<file path="src/rtl/vector_adder_pipe.sv">
// vector_adder_pipe: two-stage, LANES-wide signed add/sub with wrap or saturate and valid/ready flow control
// Ports: clk, rst_n (async active-low); in_valid/in_ready/in_a/in_b/in_op operand side;
// out_valid/out_ready/out_result/out_ovf result side; op_count counts consumed results.
module vector_adder_pipe #(
  parameter int WIDTH = 8,
  parameter int LANES = 4,
  parameter int CNT_W = 16
) (
  input  logic                   clk,
  input  logic                   rst_n,
  input  logic                   in_valid,
  output logic                   in_ready,
  input  logic [LANES*WIDTH-1:0] in_a,
  input  logic [LANES*WIDTH-1:0] in_b,
  input  logic [1:0]             in_op,
  output logic                   out_valid,
  input  logic                   out_ready,
  output logic [LANES*WIDTH-1:0] out_result,
  output logic [LANES-1:0]       out_ovf,
  output logic [CNT_W-1:0]       op_count
);
  localparam int W1 = WIDTH + 1;
  logic                        s1_valid;
  logic                        s1_adv;
  logic                        s2_adv;
  logic [1:0]                  s1_op;
  logic [LANES-1:0][WIDTH:0]   s1_raw;
  logic [LANES-1:0][WIDTH:0]   raw_d;
  logic [LANES-1:0][WIDTH-1:0] res_d;
  logic [LANES-1:0]            ovf_d;
  logic [WIDTH:0]              a_x;
  logic [WIDTH:0]              b_x;
  assign s2_adv   = !out_valid || out_ready;
  assign s1_adv   = !s1_valid || s2_adv;
  assign in_ready = s1_adv;
  // One extra bit holds every signed sum/difference exactly; overflow is a
  // disagreement between the two top bits of that raw value.
  always_comb begin
    raw_d = '0;
    res_d = '0;
    ovf_d = '0;
    a_x   = '0;
    b_x   = '0;
    for (int i = 0; i < LANES; i++) begin
      a_x      = {in_a[i*WIDTH+WIDTH-1], in_a[i*WIDTH +: WIDTH]};
      b_x      = {in_b[i*WIDTH+WIDTH-1], in_b[i*WIDTH +: WIDTH]};
      raw_d[i] = a_x + (in_op[0] ? ~b_x : b_x) + W1'(in_op[0]);
      ovf_d[i] = s1_raw[i][WIDTH] ^ s1_raw[i][WIDTH-1];
      res_d[i] = (s1_op[1] && ovf_d[i]) ? {s1_raw[i][WIDTH], {(WIDTH-1){~s1_raw[i][WIDTH]}}}
                                        : s1_raw[i][WIDTH-1:0];
    end
  end
  always_ff @(posedge clk or negedge rst_n) begin
    if (!rst_n) begin
      s1_valid <= 1'b0;
      s1_raw   <= '0;
      s1_op    <= '0;
    end else if (s1_adv) begin
      s1_valid <= in_valid;
      s1_raw   <= raw_d;
      s1_op    <= in_op;
    end
  end
  always_ff @(posedge clk or negedge rst_n) begin
    if (!rst_n) begin
      out_valid  <= 1'b0;
      out_result <= '0;
      out_ovf    <= '0;
      op_count   <= '0;
    end else begin
      if (s2_adv) out_valid <= s1_valid;
      if (s2_adv && s1_valid) begin
        out_result <= res_d;
        out_ovf    <= ovf_d;
      end
      if (out_valid && out_ready) op_count <= op_count + 1'b1;
    end
  end
endmodule

</file>
<file path="config.mk">
export PLATFORM = sky130hd
export DESIGN_NAME = vector_adder_pipe
export DESIGN_NICKNAME = d
export VERILOG_FILES = /design/src/rtl/vector_adder_pipe.sv
export SDC_FILE = /design/constraint.sdc
export NUM_CORES = 1
export LEC_CHECK = 0
export CORE_MARGIN = 1
export CORE_UTILIZATION = 45
export CTS_CLUSTER_DIAMETER = 40
export DETAILED_ROUTE_END_ITERATION = 8
export PLACE_DENSITY_LB_ADDON = 0.05
export SETUP_SLACK_MARGIN = 0.2
export SYNTH_ARGS = -nofsm -noshare
export SYNTH_HDL_FRONTEND = slang
export SYNTH_SLANG_ARGS = --single-unit
</file>
<file path="constraint.sdc">
create_clock -name clk -period 1.5 [get_ports clk]
set_input_delay 0.3 -clock clk [delete_from_list [all_inputs] [get_ports clk]]
set_output_delay 0.3 -clock clk [all_outputs]
set_load 0.02 [all_outputs]
</file>
==> impl_metrics.ini, run 1 <==
[status]
status = finished, violations left
violations = setup timing

[floorplan]
io_pins = 124
num_rows = 39
die_w_um = 112
start_util_pct = 47.1
die_h_um = 112
dieArea_um2 = 12600
core_area_um2 = 11700

[run]
cap_violations = 0

[logic_synthesis]
ys_ff_latch = 91
postSynthCellCount = 619
seq_area_frac_synth_pct = 41.5
avgSynthCellArea_um2 = 8.87
synth_area_um2 = 5490
ys_types = 48
synth-main-ff-cell = dfrtp_1
yosysWarnings = 0
ys_async_sr_fraction_pct = 100
synth_edf_count = 0
synthesis.nets = 722

[pwr]
p_leak_nw = 4.31
power.density_nw_per_um2 = 1190
finalPower_mw = 11.1
ir_drop_mv = 0.659

[route]
wire_per_inst_um = 17.0
drt_first_pass_iters = 5
vias = 5497
drtIter0Drc = 321
drcViolationCount = 0
ant_nets = 0
via_per_inst = 5.36
finalWirelength_um = 17400

[sta]
finalHoldViolations = 0
worstMarginPinSlew_ns = 0.389
slew_headroom_pct = 74.1
hold_slack_ns = 0.337
rsz0062_at_grt = true
finalCriticalPeriod_ns = 1.65
min_period_over_period_pct = 110
drv_slew = 0
setup_viol = 18
layout_setup_ws_ns = -0.148
max_freq_mhz = 607
clock_skew_ns = 0.00599

[grt]
met1_usage_pct = 34.7
grt-ovfl-total = 0
grt_util_all_layers_pct = 25.7
grt_max_degree = 56
busiest_layer = met2
use_met3_pct = 3.46
antenna_found_initial = 0
grt_pass1_vias = 5124
use_met2_pct = 42.9
grt_pass1_wl_um = 25700

[critical_path]
arrival_ns = 1.88
critPathMaxFanout = 5
cp-start-kind = input pin
path_class = input pin to register
critPathRequiredTime_ns = 1.73
cp-end-kind = register

[final_layout]
drive_above_1_share_pct = 43.5
fin_nets = 981
n_antenna_cell = 0
fill_cells = 734
area_delta_synth_final_pct = 69.9
seq_area_um2 = 2290
multi_input_area_um2 = 4020

[cts]
root_buffer = clkbuf_16
path_clk_slew_ns = 0.06
htreeDepth = 3
numCtsBuffers = 9
numClockSinks = 91
clock_latency_ns = 0.34
cts_tree = built
clockBufferDepth = 2

[worst_hold_path]
hp-class = input pin to register

[placement]
pre_cts_slack_ns = -0.902
gp_congestion = 0.847
post-dp-hpwl_um = 10300
portBuffers = 123
==> worst paths after layout <==
check / startpoint / cells past startpoint / to / slack, ns
worst max-delay path: in_op[0] / 10 / s1_raw[35] / -0.15
worst min-delay path: in_b[0] / 3 / s1_raw[0] / 0.34
worst max register to register: out_valid / 9 / s1_raw[8] / -0.04
worst min register to register: out_result[3] / 2 / out_result[3] / 0.47
max in group asynchronous: rst_n / 3 / op_count[11] / 0.70
min in group asynchronous: rst_n / 3 / out_result[13] / 0.48
==> what timing repair did <==
action | 4_1_cts | 5_1_grt
cloned | 6 | 9
endpoints found under the hold margin | 91 | 0
setup buffers | 31 | 19
endpoints found under the setup margin | 102 | 103
resized for setup | 397 | 134
pin swaps | 121 | 71
hold buffers | 1 | 0
==> placed cells by master (no fill, tap or decap), types with 10 or more instances in the layout <==
cell type / n
a21oi_1: 13
a21oi_2: 15
buf_2: 51
buf_4: 91
buf_6: 42
clkbuf_16: 14
clkdlybuf4s50_1: 24
dfrtp_1: 83
dlygate4sd2_1: 22
ha_1: 16
ha_4: 10
nand2_1: 114
nor2_1: 26
nor2_4: 10
o21ai_0: 59
o21ai_1: 22
xnor2_1: 15
xnor2_2: 12
xor2_1: 24
==> stage by stage <==
step | std cells | TNS [ns] | util, % | cell area (um2)
2_1_floorplan | 619 | -7.53 | - | 5670
3_3_place_gp | 944 | -27.27 | 65.0 | 7580
3_5_place_dp | 944 | -29.12 | 65.0 | 7580
4_1_cts | 998 | -0.940 | 75.4 | 8790
5_1_grt | 1026 | -2.52 | 80.0 | 9330
6_report | 1026 | -1.30 | 80.0 | 9330
==> registers in the layout, summed over array words and instances (netlist names) <==
register / cells
op_count: 16
out_ovf: 4
out_result: 32
out_valid: 1
s1_op: 1
s1_raw: 36
s1_valid: 1
==> layout make-up <==
class | count | share of cell area [%]
clock buffer | 13 | 2.68
clock inverter | 3 | 0.255
inverter | 12 | 0.510
multi-input combinational | 494 | 43.1
sequential | 91 | 24.5
tap | 143 | 1.92
timing repair buffer | 270 | 27.0
==> routing by layer <==
metal  vias up  wire [um]
li1       2635          -
met1      2681       7490
met2       158       8950
met3        23        658
met4         0        298
met5         -          0
==> kinds of logic after synthesis <==
family	synth area share, %
AOI/OAI and AO/OA	16.2
adders and majority gates	8.07
muxes	2.46
xor gates and xnor gates	10.1
and+or+nand+nor	19.2
buffers and inverters	2.48
DFF	41.5
==> synth_stat cells (8+ instances only) <==
library cell	number	area (um2)
nand2b_1	10	62.6
mux2i_1	11	110
nor3b_1	8	60.1
clkbuf_1	15	56.3
ha_1	29	363
xnor2_1	27	236
nand3_1	11	55.1
o21ai_1	8	40.0
nor2_1	42	158
a21oi_1	32	160
nor2b_1	9	56.3
dfrtp_1	91	2280
inv_1	11	41.3
o21ai_0	77	385
xor2_1	36	315
nand2_1	126	473
==> power breakdown <==
part | total, mW | internal (mW) | leakage [nW] | switching [mW]
Combinational | 5.18 | 2.49 | 3.08 | 2.68
Clock | 2.11 | 1.17 | 0.126 | 0.937
Sequential | 3.80 | 3.17 | 1.10 | 0.638
==> worst max-delay path, cell delays in order <==
cell and delay (ns):
buf_16 0.13, buf_8 0.12, xor2_2 0.14, inv_1 0.08, fa_2 0.40, nor2b_4 0.16
o31ai_4 0.09, a21oi_2 0.21, nor3_2 0.07, o22a_1 0.17
(Power assumes the default switching activity.)
==> run 2, diff against run 1 <==
--- a/config.mk
+++ b/config.mk
@@ -9,6 +9,7 @@
 export CORE_UTILIZATION = 45
 export CTS_CLUSTER_DIAMETER = 40
 export DETAILED_ROUTE_END_ITERATION = 8
+export MAX_ROUTING_LAYER = met4
 export PLACE_DENSITY_LB_ADDON = 0.05
 export SETUP_SLACK_MARGIN = 0.2
 export SYNTH_ARGS = -nofsm -noshare
==> run 2 against run 1 <==
  * The flow still finishes with violations (setup timing)
  * Power grew 0.18%
  * Core utilization fell by 0.29 points
  * Worst setup slack worse by 0.013 ns
  * Non-clock buffer count shrank 2
  * Largest cell class unchanged
  * Highest routed layer unchanged
==> impl_metrics.ini, run 2 (synthesis results as in run 1) <==
[floorplan]
dieArea_um2 = 12600
die_w_um = 112
core_area_um2 = 11700
io_pins = 124
num_rows = 39
start_util_pct = 47.1
die_h_um = 112

[sta]
min_period_over_period_pct = 111
slew_headroom_pct = 73.8
finalCriticalPeriod_ns = 1.66
worstMarginPinSlew_ns = 0.394
drv_slew = 0
setup_viol = 21
finalHoldViolations = 0
hold_slack_ns = 0.352
layout_setup_ws_ns = -0.161
clock_skew_ns = 0.00578
rsz0062_at_grt = true
max_freq_mhz = 602

[final_layout]
final_common_cell = nand2_1
fin_nets = 978
finalInstanceArea_um2 = 9290
area_delta_synth_final_pct = 69.3
mostFrequentLayoutCells = nand2_1, buf_4, dfrtp_1, o21ai_0, buf_2
drive_above_1_share_pct = 43.5
final_util_pct = 79.7
largest_register_ffs = 36
largestRegisters = s1_raw x36, out_result x32, op_count x16
regMostFlops = s1_raw

[pwr]
cell_internal_pwr_mw = 6.82
seqPwrFrac_pct = 34.3
combPwrFrac_pct = 46.5
sw_frac_of_total_pct = 38.6
finalPower_mw = 11.1
p_leak_nw = 4.28
clockPowerShare_pct = 19.2
power.density_nw_per_um2 = 1200
netSwitchingPower_mw = 4.29
ir_drop_mv = 0.676

[cts]
numCtsBuffers = 9
numClockSinks = 91
cts_tree = built
clock_latency_ns = 0.34
path_clk_slew_ns = 0.07
clockBufferDepth = 2
root_buffer = clkbuf_16
htreeDepth = 3

[critical_path]
arrival_ns = 1.89
cp-end-kind = register
cp-start-kind = input pin
critPathMaxFanout = 5
startpoint = in_op[0]
r2r-start = out_valid
critPathRequiredTime_ns = 1.73
path_class = input pin to register
r2r.worst_path.cells = 9

[worst_hold_path]
min_from = in_b[0]
hold_depth = 3
hp-class = input pin to register

[run]
cap_violations = 0

[grt]
grt_util_all_layers_pct = 26.5
grt-ovfl-total = 0
grt_max_degree = 56
antenna_found_initial = 1
grt_pass1_wl_um = 25700
grt_pass1_vias = 5140

[placement]
gp_congestion = 0.860
portBuffers = 123
dpl_cell_area_um2 = 7580
post-dp-hpwl_um = 10300

[route]
via_per_inst = 5.36
vias = 5491
drtIter0Drc = 284
wire_per_inst_um = 17.1
drt_first_pass_iters = 4
ant_nets = 0
drcViolationCount = 0
finalWirelength_um = 17500

[status]
status = finished, violations left
violations = setup timing
-- run 2: worst max-delay path, cell delays in order --
cell	delay (ns)
buf_16	0.13
buf_8	0.12
xor2_2	0.15
inv_1	0.08
fa_2	0.40
nor2b_4	0.16
o31ai_4	0.09
a21oi_2	0.21
nor3_2	0.07
o22a_1	0.17
-- run 2: cell type report --
type	instances	area, um2
repair buffers	268	2470
diodes	1	2.50
well taps	143	179
clock inverters	3	23.8
fillers	739	2370
flip-flops and latches	91	2290
multi-input cells	493	4030
clock buffers	13	250
inverters	12	47.5
-- run 2: path summary, 6_finish.rpt --
check,slack [ns],to
worst max-delay path,-0.16,s1_raw[35]
worst min-delay path,0.35,s1_raw[0]
worst max register to register,-0.04,s1_raw[8]
worst min register to register,0.48,out_result[13]
max in group asynchronous,0.69,op_count[6]
min in group asynchronous,0.47,out_result[13]
-- run 2: routing by layer --
layer  routed length, um  global-route usage, %  share of wire [%]
met2                8960                   43.1                 51
met5                   0                      -                  0
met1                7590                   34.7                 43
met4                 304                   8.80                1.7
met3                 636                   3.13                3.6
-- run 2: power groups by stage --
stage / clock network, mW / registers, mW / logic [mW]
floorplan: 0 / 4.17 / 1.92
global placement: 0 / 3.77 / 4.15
detailed placement: 0 / 3.83 / 4.25
CTS: 2.12 / 3.77 / 4.74
global route: 2.25 / 3.90 / 5.58
finish: 2.13 / 3.81 / 5.17
-- run 2: through the flow --
stage               worst slack [ns]  cells  TNS (ns)
global placement              -0.835    944    -27.27
finish                        -0.161   1024     -1.54
CTS                           -0.126    998    -0.940
global route                  -0.239   1024     -2.80
floorplan                     -0.477    619     -7.53
detailed placement            -0.902    944    -29.12
-- run 2: what timing repair did --
action	4_1_cts	5_1_grt
pin swaps	121	73
buffers inserted	31	19
endpoints found under the setup margin	102	102
endpoints found under the hold margin	91	0
hold buffers	1	0
cloned	6	6
gates resized for setup	397	136
==> run 3, diff against run 2 <==
--- a/config.mk
+++ b/config.mk
@@ -5,7 +5,7 @@
 export SDC_FILE = /design/constraint.sdc
 export NUM_CORES = 1
 export LEC_CHECK = 0
-export CORE_MARGIN = 1
+export CORE_MARGIN = 2
 export CORE_UTILIZATION = 45
 export CTS_CLUSTER_DIAMETER = 40
 export DETAILED_ROUTE_END_ITERATION = 8
==> run 3 against run 2 <==
  * The flow still finishes with violations (setup timing)
  * Count of clock-buffer cells in the layout is 1 lower
  * Final area down 3.7%
  * Clock power is 7% higher
  * Largest cell class unchanged
  * Wire length decreased by 11%
  * Critical path depth decreased by 2
  * Critical endpoint is now s1_raw[26]
  * Worst hold slack got worse by 0.014 ns
  * Die area rose by 3.6%
  * Combinational power decreased by 7.2%
  * Sequential share of layout area rose by 0.94 points
==> impl_metrics.ini, run 3 (synthesis results as in run 1) <==
[floorplan]
die_h_um = 114
die_w_um = 114
core_area_um2 = 12000
start_util_pct = 45.9
num_rows = 40
io_pins = 124
dieArea_um2 = 13100

[grt]
grt_pass1_vias = 5129
grt_max_degree = 54
grt-ovfl-total = 0
grt_util_all_layers_pct = 24.4
grt_pass1_wl_um = 24700
antenna_found_initial = 0

[sta]
setup_viol = 10
layout_setup_ws_ns = -0.159
slew_headroom_pct = 76.3
worstMarginPinSlew_ns = 0.355
tns_ns = -0.745
finalHoldViolations = 0
rsz0062_at_grt = true
finalCriticalPeriod_ns = 1.66
max_freq_mhz = 603
min_period_over_period_pct = 111
clock_skew_ns = 0.00428
drv_slew = 0

[final_layout]
n_antenna_cell = 0
fin_nets = 962
final_util_pct = 74.8
area_delta_synth_final_pct = 63.0
largest_register_ffs = 36
mostFrequentLayoutCells = nand2_1, buf_4, dfrtp_1, o21ai_0, buf_2
largestRegisters = s1_raw x36, out_result x32, op_count x16
multi_input_area_um2 = 3940
finalInstanceArea_um2 = 8950
final_common_cell = nand2_1
final_cells = 1011
regMostFlops = s1_raw
fill_cells = 882
drive_above_1_share_pct = 41.2
seq_area_um2 = 2290

[pwr]
power.density_nw_per_um2 = 1210
seqPwrFrac_pct = 34.8
netSwitchingPower_mw = 4.03
ir_drop_mv = 0.627
cell_internal_pwr_mw = 6.83
clockPowerShare_pct = 21.0
combPwrFrac_pct = 44.2
p_leak_nw = 4.12
sw_frac_of_total_pct = 37.1

[cts]
root_buffer = clkbuf_16
cts_tree = built
path_clk_slew_ns = 0.06
clockBufferDepth = 2
numClockSinks = 91
htreeDepth = 3
clock_latency_ns = 0.33
numCtsBuffers = 9

[critical_path]
reg2reg_to = op_count[10]
critPathMaxFanout = 3
arrival_ns = 1.91
cp-end-kind = register
reg2reg_slack_ns = 0.09
startpoint = in_a[16]
r2r-start = out_valid
crit_end = s1_raw[26]
path_class = input pin to register
critPathRequiredTime_ns = 1.75
r2r.worst_path.cells = 7
cp-start-kind = input pin

[worst_hold_path]
min_from = in_b[0]
hp-class = input pin to register

[placement]
dpl_cell_area_um2 = 7610
post-dp-hpwl_um = 10500
pre_cts_slack_ns = -0.853
portBuffers = 123
gp_congestion = 0.851
dpl.cell_count = 951

[status]
status = finished, violations left
violations = setup timing

[route]
via_per_inst = 5.14
wire_per_inst_um = 15.4
ant_nets = 0
finalWirelength_um = 15600
drtIter0Drc = 211
vias = 5195
drt_first_pass_iters = 4
drcViolationCount = 0

[run]
cap_violations = 0
==> run 3: routing by layer <==
metal	vias up	GRT usage [%]	wire, um
met3	23	1.96	687
met5	-	-	0
met4	0	7.48	330
li1	2587	-	-
met1	2456	32.4	7080
met2	129	40.0	7510
==> run 3: how the worst min path moves through the flow <==
stage | cells past startpoint | slack [ns] | to
2_1_floorplan | 0 | 0.004 | op_count[0]
3_3_place_gp | 1 | 0.22 | out_ovf[1]
3_5_place_dp | 1 | 0.23 | op_count[0]
4_1_cts | 3 | 0.34 | s1_raw[0]
5_1_grt | 3 | 0.36 | s1_raw[0]
6_report | 3 | 0.34 | s1_raw[0]
==> run 3: area by class of cell <==
class	instances	share of cell area, %
Inverter	12	0.531
Tap cell	147	2.06
Timing Repair Buffer	252	24.4
Multi-Input combinational cell	493	44.1
Sequential cell	91	25.6
Clock buffer	12	2.87
Clock inverter	4	0.545
==> run 3: what timing repair did <==
action,in CTS,in global routing
pin swaps,118,55
hold endpoints to repair,21,0
setup buffers,30,8
gates resized for setup,381,91
hold buffers,1,0
gates cloned,2,3
setup endpoints to repair,101,84
==> run 3: through the flow <==
stage          total power [mW]  hold slack, ns
5_1_grt                    11.6           0.356
4_1_cts                    10.7           0.341
3_3_place_gp               7.94           0.223
2_1_floorplan              6.09         0.00441
6_report                   10.9           0.338
3_5_place_dp               8.11           0.230
==> run 3: critical path, stage by stage <==
cell             delay (ns)
clkdlybuf4s15_1        0.23
mux2i_4                0.19
fa_2                   0.27
nor2b_4                0.05
o311a_4                0.38
o31ai_4                0.21
a21oi_2                0.09
a21oi_1                0.18
==> run 3: power groups by stage <==
stage                     sequential (mW)  combinational (mW)  clock, mW
after detailed placement             3.84                4.27          0
after global routing                 3.88                5.24       2.43
after CTS                            3.77                4.62       2.33
after global placement               3.77                4.17          0
after floorplan                      4.17                1.92          0
final                                3.78                4.80       2.28
==> RTL change 1: new RTL, settings of run 1 <==
Put one more register stage on the output `op_count`, cleared by the reset. The value now appears one clock later. The other outputs are not delayed to match.
--- a/src/rtl/vector_adder_pipe.sv
+++ b/src/rtl/vector_adder_pipe.sv
@@ -22,2 +22,4 @@
   localparam int W1 = WIDTH + 1;
+
+  logic [CNT_W-1:0] op_count_s0;
   logic                        s1_valid;
@@ -68,3 +70,3 @@
       out_ovf    <= '0;
-      op_count   <= '0;
+      op_count_s0 <= '0;
     end else begin
@@ -75,5 +77,13 @@
       end
-      if (out_valid && out_ready) op_count <= op_count + 1'b1;
+      if (out_valid && out_ready) op_count_s0 <= op_count_s0 + 1'b1;
     end
   end
+  always_ff @(posedge clk or negedge rst_n) begin
+    if (!rst_n) begin
+      op_count <= '0;
+    end else begin
+      op_count <= op_count_s0;
+    end
+  end
+
 endmodule
Formal check against the unedited RTL: not equivalent (Yosys sat finds a counterexample within 4 cycles, from zero or initial values and one cycle with rst_n low).
==> RTL change 1 against run 1 <==
  * Largest cell class unchanged
  * Sequential cell count is 16 higher
  * Critical path depth grew 1
  * Area after synthesis up 6.8%
  * Routed wire length up 0.79%
  * Power grew 10%
  * Non-clock buffer count did not move
  * The flow still finishes with violations (setup timing)
  * Worst setup slack worse by 0.15 ns
  * Final area grew 7.1%
  * Sequential power rose by 17%
  * Critical endpoint is now s1_raw[22]$_DFFE_PN0P_
==> RTL change 1: results <==
global_routing:
  grtUsageMet1_pct: 31.3
  grt_pass1_vias: 4971
  grt_pass1_wl_um: 23500
  grt_use_met3_pct: 3.74
  grt_usage_pct: 22.4
  grt_max_degree: 72
yosys:
  syn-instance-count: 628
  synth_cell_type_count: 50
  netlist_area_um2: 5860
  synth_commonest_cells: "nand2_1, dfrtp_1, o21ai_0"
  syn-num-nets: 731
detailed_routing:
  routed-wl-met2_um: 8990
  dr_wl_met3_um: 738
  drt-met1-wl_um: 7470
  drtIter0Drc: 302
  dr_total_vias: 5540
power_and_ir_drop:
  ir_drop_mv: 0.654
  total_leakage_power_nw: 4.62
  powerDensity_nw_per_um2: 1220
  sequentialPowerShare_pct: 36.3
  power.clock.fraction_pct: 19.5
place:
  dp.cells: 979
  place_area_um2: 7940
  dpl.hpwl_um: 10200
  gp_congestion: 0.785
layout:
  reg_top3: "s1_raw x36, out_result x32"
  final_cell_count_no_fill: 1063
  fin_nets: 990
  drive_above_1_share_pct: 47.1
timing:
  worst_slack_ns: -0.303
  finalSetupViolCount: 23
  fin_skew_ns: 0.00638
  relSlewSlack_pct: 70.2
worst_setup_path:
  crit_arrival_ns: 2.04
  cp_max_fo: 7
  r2r_cells: 6
status:
  status: "complete, but fails checks"
  violations: "setup timing"
## RTL change 1: area by class of cell
class | count | area (um2)
sequential | 107 | 2680
multi-input combinational | 488 | 4230
clock buffer | 13 | 260
timing repair buffer | 270 | 2530
fill | 819 | 2680
tap | 172 | 215
inverter | 11 | 43.8
clock inverter | 2 | 35.0
## RTL change 1: worst paths after layout
kind,start,slack [ns],to
max in group asynchronous,rst_n,0.61,s1_op[1]$_DFFE_PN0P_
worst min register to register,op_count_s0[13]$_DFFE_PN0P_,0.43,op_count[13]$_DFF_PN0_
worst min-delay path,in_b[8],0.32,s1_raw[9]$_DFFE_PN0P_
worst max-delay path,in_op[0],-0.30,s1_raw[22]$_DFFE_PN0P_
min in group asynchronous,rst_n,0.50,op_count[0]$_DFF_PN0_
worst max register to register,out_valid$_DFFE_PN0N_,-0.02,s1_raw[25]$_DFFE_PN0P_
## RTL change 1: worst max-delay path, stage by stage
cell and delay [ns]:
buf_12 0.12, buf_12 0.14, buf_12 0.12, xor2_4 0.16
inv_2 0.06, fa_2 0.44, nor2b_4 0.16, o311a_4 0.21
buf_6 0.11, a211oi_4 0.03, a21o_1 0.18
## RTL change 1: cell families (layout without fill, tap and decap cells)
group,count (synthesis),count (layout),share of synthesized area [%]
fa+ha+maj,33,33,7.56
buf+inv,34,296,2.31
mux,12,12,2.14
simple gates,224,225,17.1
compound gates,154,154,15.6
xor+xnor,64,64,9.57
flops,107,107,45.7
## RTL change 1: timing repair
action	CTS	global route
hold buffers	1	0
endpoints found under the hold margin	71	0
resized for setup	300	289
pin swaps	97	85
setup buffers	35	20
cloned	0	13
endpoints found under the setup margin	125	115
==> RTL change 2: new RTL, flow settings as in run 1 <==
Without the edit above. Change the parameter `CNT_W` from 16 to 14.
--- a/src/rtl/vector_adder_pipe.sv
+++ b/src/rtl/vector_adder_pipe.sv
@@ -6,3 +6,3 @@
   parameter int LANES = 4,
-  parameter int CNT_W = 16
+  parameter int CNT_W = 14
 ) (
Ports: changed (resized op_count); port bits go from 124 to 122. No check against the original RTL was run, so the function may have changed too.
==> RTL change 2 against run 1 <==
  * The flow still finishes with violations (setup timing)
  * Routed wire length down 7.9%
  * Final area down 8.9%
  * Sequential cell count fell by 2
  * Area after synthesis shrank 4.8%
  * Power fell by 4.7%
  * Global-route usage fell by 1.4 points
  * Worst setup slack lost 0.15 ns
  * Clock power increased by 5%
  * Critical path type unchanged
  * Largest power group unchanged
==> RTL change 2: results <==
status:
  status: "complete, but fails checks"
  violations: "setup timing"
power_and_ir_drop:
  comb_power_mw: 4.65
  ir_drop_mv: 0.817
  power.clock.fraction_pct: 20.9
  total_leakage_power_nw: 3.97
  power.total_mw: 10.6
yosys:
  synth_commonest_cells: "nand2_1, dfrtp_1, o21ai_0"
  synthTopCellsByArea: "dfrtp_1, nand2_1, o21ai_0"
  synth.yosys.seq_area_share_pct: 42.6
  synth_cell_type_count: 32
layout:
  num-fill-cells: 739
  layout.nonclk_buf_share_pct: 23.8
  fin_nets: 916
  reg_top3: "s1_raw x36, out_result x32, op_count x14"
  n_all_buffers: 238
  regArea_um2: 2230
  n_clock_buffer: 12
  inv_count: 10
  multi_input_area_share_pct: 44.0
  clk_share_pct: 3.40
  drive_above_1_share_pct: 39.3
timing:
  tightest_slew_ns: 0.357
  fin_setup_tns_ns: -2.00
  fin_skew_ns: 0.00497
  worst_slack_ns: -0.297
  finalSetupViolCount: 22
  whs_ns: 0.392
global_routing:
  grt_max_degree: 59
  grt_usage_pct: 24.4
  grt_pass1_wl_um: 22600
worst_setup_path:
  crit_arrival_ns: 2.06
  cp_max_fo: 3
  r2r_cells: 6
place:
  dpl.hpwl_um: 9340
  gp_congestion: 0.762
  portBuffers: 121
detailed_routing:
  routedWlPerCell_um: 16.7
min_path:
  min_path_cells: 4
clocking:
  cts_resized: 345
  post_cts_buffers: 22
==> RTL change 2: through the flow <==
step / cell area [um2] / std cells
6_report: 8500 / 957
5_1_grt: 8500 / 957
4_1_cts: 8050 / 940
3_5_place_dp: 7170 / 901
3_3_place_gp: 7170 / 901
2_1_floorplan: 5320 / 588
==> RTL change 2: worst paths after layout <==
kind,start,end,slack (ns)
hold reg to reg,op_count[13]$_DFFE_PN0P_,op_count[13]$_DFFE_PN0P_,0.47
setup / recovery,in_b[9],s1_raw[17]$_DFFE_PN0P_,-0.30
hold / removal,in_b[24],s1_raw[27]$_DFFE_PN0P_,0.39
min in group asynchronous,rst_n,out_valid$_DFFE_PN0N_,0.40
max in group asynchronous,rst_n,s1_op[1]$_DFFE_PN0P_,0.56
setup reg to reg,out_valid$_DFFE_PN0N_,op_count[13]$_DFFE_PN0P_,0.06
==> RTL change 2: kinds of logic after synthesis <==
| kind of cell | Yosys count | synth area share, % |
|---|---|---|
| flops | 89 | 42.6 |
| simple gates | 198 | 16.0 |
| mux | 9 | 1.75 |
| buf+inv | 34 | 2.64 |
| fa+ha+maj | 33 | 8.48 |
| compound gates | 160 | 17.6 |
| xor+xnor | 65 | 10.9 |
==> RTL change 2: metal layers <==
metal,track usage (%),up-vias,share of wire (%)
li1,-,2434,-
met1,33.3,2365,45
met2,39.4,192,47
met3,4.27,33,5.8
met4,7.62,0,2.3
met5,0,-,0
==> RTL change 2: worst max-delay path: stages <==
cell and delay [ns]:
clkdlybuf4s15_1 0.22, xor2_2 0.20, inv_1 0.09, fa_2 0.25, nor2b_4 0.05, o31a_1 0.31
o31ai_2 0.28, a31oi_1 0.19, a21oi_1 0.16
